## src/rtl/shift_rot_pipe.sv

```systemverilog
// Pipelined barrel shifter/rotator: each registered stage applies one amount bit.
// Valid/ready on both sides with a bubble-collapsing advance chain and a sideband tag.
module shift_rot_pipe #(
    parameter int WIDTH = 16,
    parameter int TAG_W = 4,
    localparam int SHW = $clog2(WIDTH)
) (
    input  logic             clk,
    input  logic             rst_n,
    input  logic             in_valid,
    output logic             in_ready,
    input  logic [WIDTH-1:0] in_data,
    input  logic [SHW-1:0]   in_amt,
    input  logic [2:0]       in_op,
    input  logic [TAG_W-1:0] in_tag,
    input  logic             flush,
    output logic             out_valid,
    input  logic             out_ready,
    output logic [WIDTH-1:0] out_data,
    output logic [TAG_W-1:0] out_tag
);
    localparam logic [2:0] OpRol = 3'b000;
    localparam logic [2:0] OpSll = 3'b001;
    localparam logic [2:0] OpRor = 3'b010;
    localparam logic [2:0] OpSrl = 3'b011;
    localparam logic [2:0] OpSra = 3'b100;

    if ((WIDTH < 4) || ((WIDTH & (WIDTH - 1)) != 0)) begin : gen_width_chk
        $error("shift_rot_pipe: WIDTH must be a power of two >= 4");
    end

    logic [SHW-1:0]   vld_q;
    logic [SHW-1:0]   adv;
    logic [WIDTH-1:0] data_q [SHW];
    logic [WIDTH-1:0] data_d [SHW];
    logic [SHW-1:0]   amt_q  [SHW];
    logic [2:0]       op_q   [SHW];
    logic [TAG_W-1:0] tag_q  [SHW];
    logic             unused_amt_op;

    function automatic logic [WIDTH-1:0] shift_by(input logic [WIDTH-1:0] d,
                                                  input logic [2:0] op,
                                                  input int unsigned sh);
        logic [WIDTH-1:0] r;
        case (op)
            OpRol:   r = (d << sh) | (d >> (WIDTH - sh));
            OpSll:   r = d << sh;
            OpRor:   r = (d >> sh) | (d << (WIDTH - sh));
            OpSrl:   r = d >> sh;
            OpSra:   r = $signed(d) >>> sh;
            default: r = d;
        endcase
        return r;
    endfunction

    // A stage may move when it is empty or everything downstream of it can move.
    always_comb begin
        for (int k = 0; k < SHW; k++) begin
            logic a;
            a = out_ready;
            for (int j = k; j < SHW; j++) begin
                a = a | ~vld_q[j];
            end
            adv[k] = a;
        end
    end

    always_comb begin
        data_d[0] = in_amt[0] ? shift_by(in_data, in_op, 1) : in_data;
        for (int k = 1; k < SHW; k++) begin
            data_d[k] = amt_q[k-1][k] ? shift_by(data_q[k-1], op_q[k-1], 1 << k)
                                      : data_q[k-1];
        end
    end

    // The last stage's amount/op and each stage's already-applied amount bits are not consumed.
    always_comb begin
        unused_amt_op = 1'b0;
        for (int k = 0; k < SHW; k++) begin
            unused_amt_op = unused_amt_op ^ (^amt_q[k]) ^ (^op_q[k]);
        end
    end

    always_ff @(posedge clk or negedge rst_n) begin
        if (!rst_n) begin
            vld_q <= '0;
            for (int k = 0; k < SHW; k++) begin
                data_q[k] <= '0;
                amt_q[k]  <= '0;
                op_q[k]   <= '0;
                tag_q[k]  <= '0;
            end
        end else begin
            if (flush) begin
                vld_q[0] <= 1'b0;
            end else if (adv[0]) begin
                vld_q[0] <= in_valid;
            end
            if (adv[0]) begin
                data_q[0] <= data_d[0];
                amt_q[0]  <= in_amt;
                op_q[0]   <= in_op;
                tag_q[0]  <= in_tag;
            end
            for (int k = 1; k < SHW; k++) begin
                if (flush) begin
                    vld_q[k] <= 1'b0;
                end else if (adv[k]) begin
                    vld_q[k] <= vld_q[k-1];
                end
                if (adv[k]) begin
                    data_q[k] <= data_d[k];
                    amt_q[k]  <= amt_q[k-1];
                    op_q[k]   <= op_q[k-1];
                    tag_q[k]  <= tag_q[k-1];
                end
            end
        end
    end

    assign in_ready  = adv[0];
    assign out_valid = vld_q[SHW-1];
    assign out_data  = data_q[SHW-1];
    assign out_tag   = tag_q[SHW-1];

endmodule

```

## config.mk

```make
export PLATFORM = sky130hd
export DESIGN_NAME = shift_rot_pipe
export DESIGN_NICKNAME = d
export VERILOG_FILES = /design/src/rtl/shift_rot_pipe.sv
export SDC_FILE = /design/constraint.sdc
export NUM_CORES = 1
export LEC_CHECK = 0
export BUFFER_PORTS_ARGS = -buffer_cell sky130_fd_sc_hd__buf_2
export CORE_UTILIZATION = 54
export DETAILED_ROUTE_END_ITERATION = 8
export GPL_TIMING_DRIVEN = 1
export PLACE_DENSITY = 0.88
export SLEW_MARGIN = 25
export SYNTH_ARGS = -nofsm -noshare
export SYNTH_HDL_FRONTEND = slang
export SYNTH_SLANG_ARGS = --single-unit
```

## constraint.sdc

```tcl
create_clock -name clk -period 1.4 [get_ports clk]
set_clock_uncertainty 0.1 [all_clocks]
set_input_delay 0.07 -clock clk [delete_from_list [all_inputs] [get_ports clk]]
set_output_delay 0.07 -clock clk [all_outputs]
set_load 0.02 [all_outputs]
```

# Yosys cells after proc, flatten, opt, wreduce, memory -nomap -nowiden
# Cells that the tools add are included.
dict set report op_classes {
  muxes 16
  n_reduce_logical 9
  bitwise 21
  n_eq_ne 16
}
# op count
set ops {}
lappend ops {{16-bit case mux with 5 select lines} 3}
lappend ops {{16-bit 2-to-1 mux} 4}
lappend ops {{16-bit case mux with 4 select lines} 1}
lappend ops {{3-bit by 2-bit equality test with 1-bit output (second input constant)} 8}
lappend ops {{12-bit by 16-bit bitwise OR with 16-bit output} 1}
lappend ops {{14-bit by 16-bit bitwise OR with 16-bit output} 1}
lappend ops {{15-bit by 16-bit bitwise OR with 16-bit output} 1}
lappend ops {{16-bit by 1-bit bitwise OR with 16-bit output} 1}
lappend ops {{16-bit by 2-bit bitwise OR with 16-bit output} 1}
lappend ops {{16-bit by 4-bit bitwise OR with 16-bit output} 1}
lappend ops {{8-bit by 16-bit bitwise OR with 16-bit output} 1}
lappend ops {{3-bit by 1-bit equality test with 1-bit output (second input constant)} 4}
lappend ops {{3-bit equality test (second input constant)} 4}
lappend ops {{3-bit zero test} 4}
lappend ops {{1-bit bitwise OR} 10}
lappend ops {{1-bit 2-to-1 mux} 8}
lappend ops {{2-bit nonzero test} 4}
lappend ops {{1-bit inverter} 4}
lappend ops {{2-bit OR reduction} 1}
dict set report totals {
  elab_cells 80
  register_bits 105
  inputBits 32
  out_inout_bits 22
}

# Logic depth before layout (Yosys ltp)
dict set report depth {
  ltp_word 7
  mapped_depth 7
}

# Worst setup path before layout
# No wires, ideal clock.
dict set report synth_path {
  path_kind {register to register}
  from {reg vld_q[3]}
  to {reg data_q[39] (netlist bit)}
  arrival_time_ns 1.394
  period_less_slack_ns 1.617
  t_required_ns 1.177
  stages_incl_launch_ff 5
  setup_slack_ns -0.217
  path_buffers 1
  path_cell_list {dfrtp_1 -> and4b_1 -> a21o_2 -> buf_4 -> o221a_2}
}
dict set report synth_via {
  elab_chain_len 2
}
# element line
set synth_rtl {}
lappend synth_rtl {{start, declared} 32} ;# logic [SHW-1:0] vld_q;
lappend synth_rtl {{start signal, assigned by index} 109} ;# vld_q[k] <= vld_q[k-1];
lappend synth_rtl {{1-bit inverter} 62} ;# a = a | ~vld_q[j];
lappend synth_rtl {{1-bit bitwise OR} 62}
lappend synth_rtl {{end signal, assigned by index} 112} ;# data_q[k] <= data_d[k];
lappend synth_rtl {{end, declared} 34} ;# logic [WIDTH-1:0] data_q [SHW];
# Every way passes these cells.
# A chain may end at the register's enable or synchronous reset.

# Worst setup path after layout
dict set report layout_path {
  from {reg vld_q[1]}
  to {out in_ready}
}
dict set report layout_via {
  elab_chain_len 4
}
# element line
set layout_rtl {}
lappend layout_rtl {{1-bit inverter} 62}
lappend layout_rtl {{1-bit bitwise OR (3 in series)} 62}
lappend layout_rtl {{end, declared} 11} ;# output logic in_ready,
# Every way passes these cells.

==> results.toml <==
[status]
status = "complete, but fails checks"
violations = "setup timing"

[critical_path]
arrival_ps = 1550
worstPathMaxFanout = 3
worstSetupEndpointType = "output port"
crit_required_ps = 1230
critPathKind = "flop to output port"
setup.worst_path.start_class = "flop"

[floorplanning]
core_mm2 = 0.009415
die_area_mm2 = 0.01026
pin_count = 54
row_count = 35
die_x_um = 101.3
die_height_um = 101.3
initial_core_util_pct = 56.53

[global_route]
grt_max_degree = 37
grt_usage_pct = 32.89
antenna_found_initial = 0
grt_overflow = 0
grt_pass1_wl_um = 25660
first_global_vias = 5127

[logic_synthesis]
synth_nets = 594
synthCells = 562
synth_cell_types = 57
syn_avg_cell_area_um2 = 9.471
syn_area_mm2 = 0.005323
synth_seq_area_share_pct = 46.54
synth_edf_count = 0
synth-main-ff-cell = "dfrtp_1"
ys_ff_latch = 99
async_reset_ff_share_pct = 100.0
yosys_warnings = 0

[power]
total_power_mw = 7.170
p_leak_nw = 3.311
swShare_pct = 32.83
comb_power_share_pct = 22.5
p_sw_mw = 2.354
p_int_mw = 4.816
ir_drop_mv = 0.4965
p_seq_share_pct = 50.2
clkPwrFrac_pct = 27.3
power_density_mw_per_mm2 = 948.7

[final_layout]
area_growth_pct = 41.98
layout_common_cells = "93 x dfrtp_1, 61 x nand2_1, 57 x buf_4, 51 x buf_2"
nNetsFinal = 719
final_cell_area_mm2 = 0.007557
final_layout_size_suffix_gt1_share_pct = 45.81
utilization_pct = 80.27
post_layout_nonfiller_instances = 821
final_common_cell = "dfrtp_1"
num_antenna_cells = 0

[route]
drtAntennaViolNets = 0
drt-pass1-iter-count = 5
wl_met2_um = 9835
viasPerCell = 6.698
met1_length_um = 6550
wl_um = 19320
routed.top_layer = "met4"
drt_iter0_markers = 379
wl_per_cell_um = 23.53
vias = 5499
drcViolationCount = 0
met3_length_um = 1439

[timing]
worst_slew_pin_slew_ps = 447.1
setup_viol = 97
period_minus_slack_ps = 1722
rsz0062_at_grt = "yes"
fin_crit_sh_pct = 123.0
slew_headroom_pct = 70.19
hold_viol_final = 0
layout_setup_ws_ps = -322.0
max_freq_mhz = 580.7
finalMaxSlewViolations = 0

[place]
placed_cell_area_mm2 = 0.005924
place_congestion = 0.9244
port_buffers = 53
hpwlAfterDp_um = 9307
dp_cells = 745

[min_path]
hold_class = "input pin to flop"

[cts]
cts_tree = "yes"
cts-htree-levels = 3
clkSinkCount = 99
cts.reportedPaths.clkPinSlew_ps = 100
cts_buffers = 9
clockBufferDepth = 2
root_buffer = "clkbuf_8"
clock_latency_ps = 390

[job]
maxCapViolCount = 0
==> synthesized netlist by cell type (3+ instances only) <==
| cell | number | area share, % |
|---|---|---|
| nand4_1 | 8 | 0.94 |
| dfrtp_1 | 99 | 47 |
| o31ai_1 | 3 | 0.42 |
| a21o_1 | 8 | 1.1 |
| o221a_1 | 6 | 1.3 |
| nand2b_1 | 8 | 0.94 |
| a21oi_1 | 27 | 2.5 |
| nand3b_1 | 3 | 0.42 |
| o32ai_1 | 3 | 0.49 |
| inv_1 | 5 | 0.35 |
| o21ai_0 | 60 | 5.6 |
| nor2b_1 | 25 | 2.9 |
| a211oi_1 | 13 | 1.8 |
| o32a_1 | 7 | 1.3 |
| nor2_1 | 21 | 1.5 |
| a22oi_1 | 8 | 1.1 |
| o22ai_1 | 17 | 2.0 |
| buf_2 | 13 | 1.2 |
| buf_6 | 3 | 0.63 |
| o221ai_1 | 8 | 1.3 |
| nand2_1 | 99 | 7.0 |
| o21ai_1 | 10 | 0.94 |
| o221a_2 | 9 | 1.9 |
| o211ai_1 | 7 | 0.99 |
| mux2_2 | 8 | 1.7 |
| buf_4 | 24 | 3.4 |
| clkbuf_1 | 17 | 1.2 |
| a2bb2oi_2 | 5 | 1.4 |
| o21a_1 | 6 | 0.85 |
==> sequential cells by signal (all words and copies together) (netlist names) <==
name,flops
data_q,48
out_data,16
tag_q,12
op_q,9
amt_q,6
out_tag,4
vld_q,4
==> layout make-up <==
type | count | area (µm²)
sequential | 99 | 2485
fill | 503 | 1858
multi-input combinational | 399 | 3187
timing repair inverter | 1 | 11.26
inverter | 7 | 32.53
clock buffer | 11 | 141.4
timing repair buffer | 170 | 1476
tap | 129 | 161.4
clock inverter | 5 | 62.56
==> logic make-up (layout without fill, tap and decap cells) <==
logic type	count (synthesis)	count (layout)	synth area share, %
simple gates	185	185	17.54
compound gates	205	206	26.92
buf+inv	65	194	7.311
flops	99	99	46.54
mux	8	8	1.693
==> layer usage <==
layer / vias up / track usage [%]
met1: 2656 / 36.48
met5: - / 0
met4: 0 / 17.61
met2: 410 / 60.39
met3: 145 / 5.314
li1: 2288 / -
==> power groups by stage <==
stage               sequential (mW)  clock, mW  combinational (mW)
floorplan                      3.41          0               0.925
global placement               3.50          0                1.18
detailed placement             3.51          0                1.23
CTS                            3.50       1.89                1.39
global route                   3.62       2.09                1.72
finish                         3.60       1.96                1.62
==> repair_timing <==
item / in CTS / in global routing
endpoints found under the hold margin: 129 / 0
setup endpoints to repair: 64 / 88
resized for setup: 88 / 151
buffers inserted: 16 / 8
cloned: 3 / 5
pin swaps: 20 / 41
hold buffers: 29 / 0
==> stage by stage <==
stage               worst slack, ps  hold slack (ps)  setup TNS (ps)
global placement             -106.4           -63.07           -2825
finish                       -322.0            24.00          -17910
detailed placement           -168.9           -58.01           -5176
CTS                          -113.1            38.21           -3863
global route                 -348.8            49.30          -20820
floorplan                    -104.8           -325.6           -3081
==> path summary, 6_finish.rpt <==
| check | from | to | slack [ps] | cells past startpoint |
|---|---|---|---|---|
| max in group asynchronous | rst_n | op_q[4] | 580 | 3 |
| min in group asynchronous | rst_n | out_data[3] | 70 | 2 |
| max | vld_q[1] | in_ready | -320 | 5 |
| min reg2reg | out_data[4] | out_data[4] | 380 | 2 |
| min | in_amt[0] | data_q[63] | 20 | 4 |
| max reg2reg | vld_q[1] | data_q[51] | -270 | 7 |
==> critical path, stage by stage, from the launching register on <==
cell and delay (ps):
dfrtp_1 480, buf_4 180, nand4b_4 140, nor2_4 200, inv_6 50, buf_6 130
No activity file was read; power rests on OpenSTA's default activity.
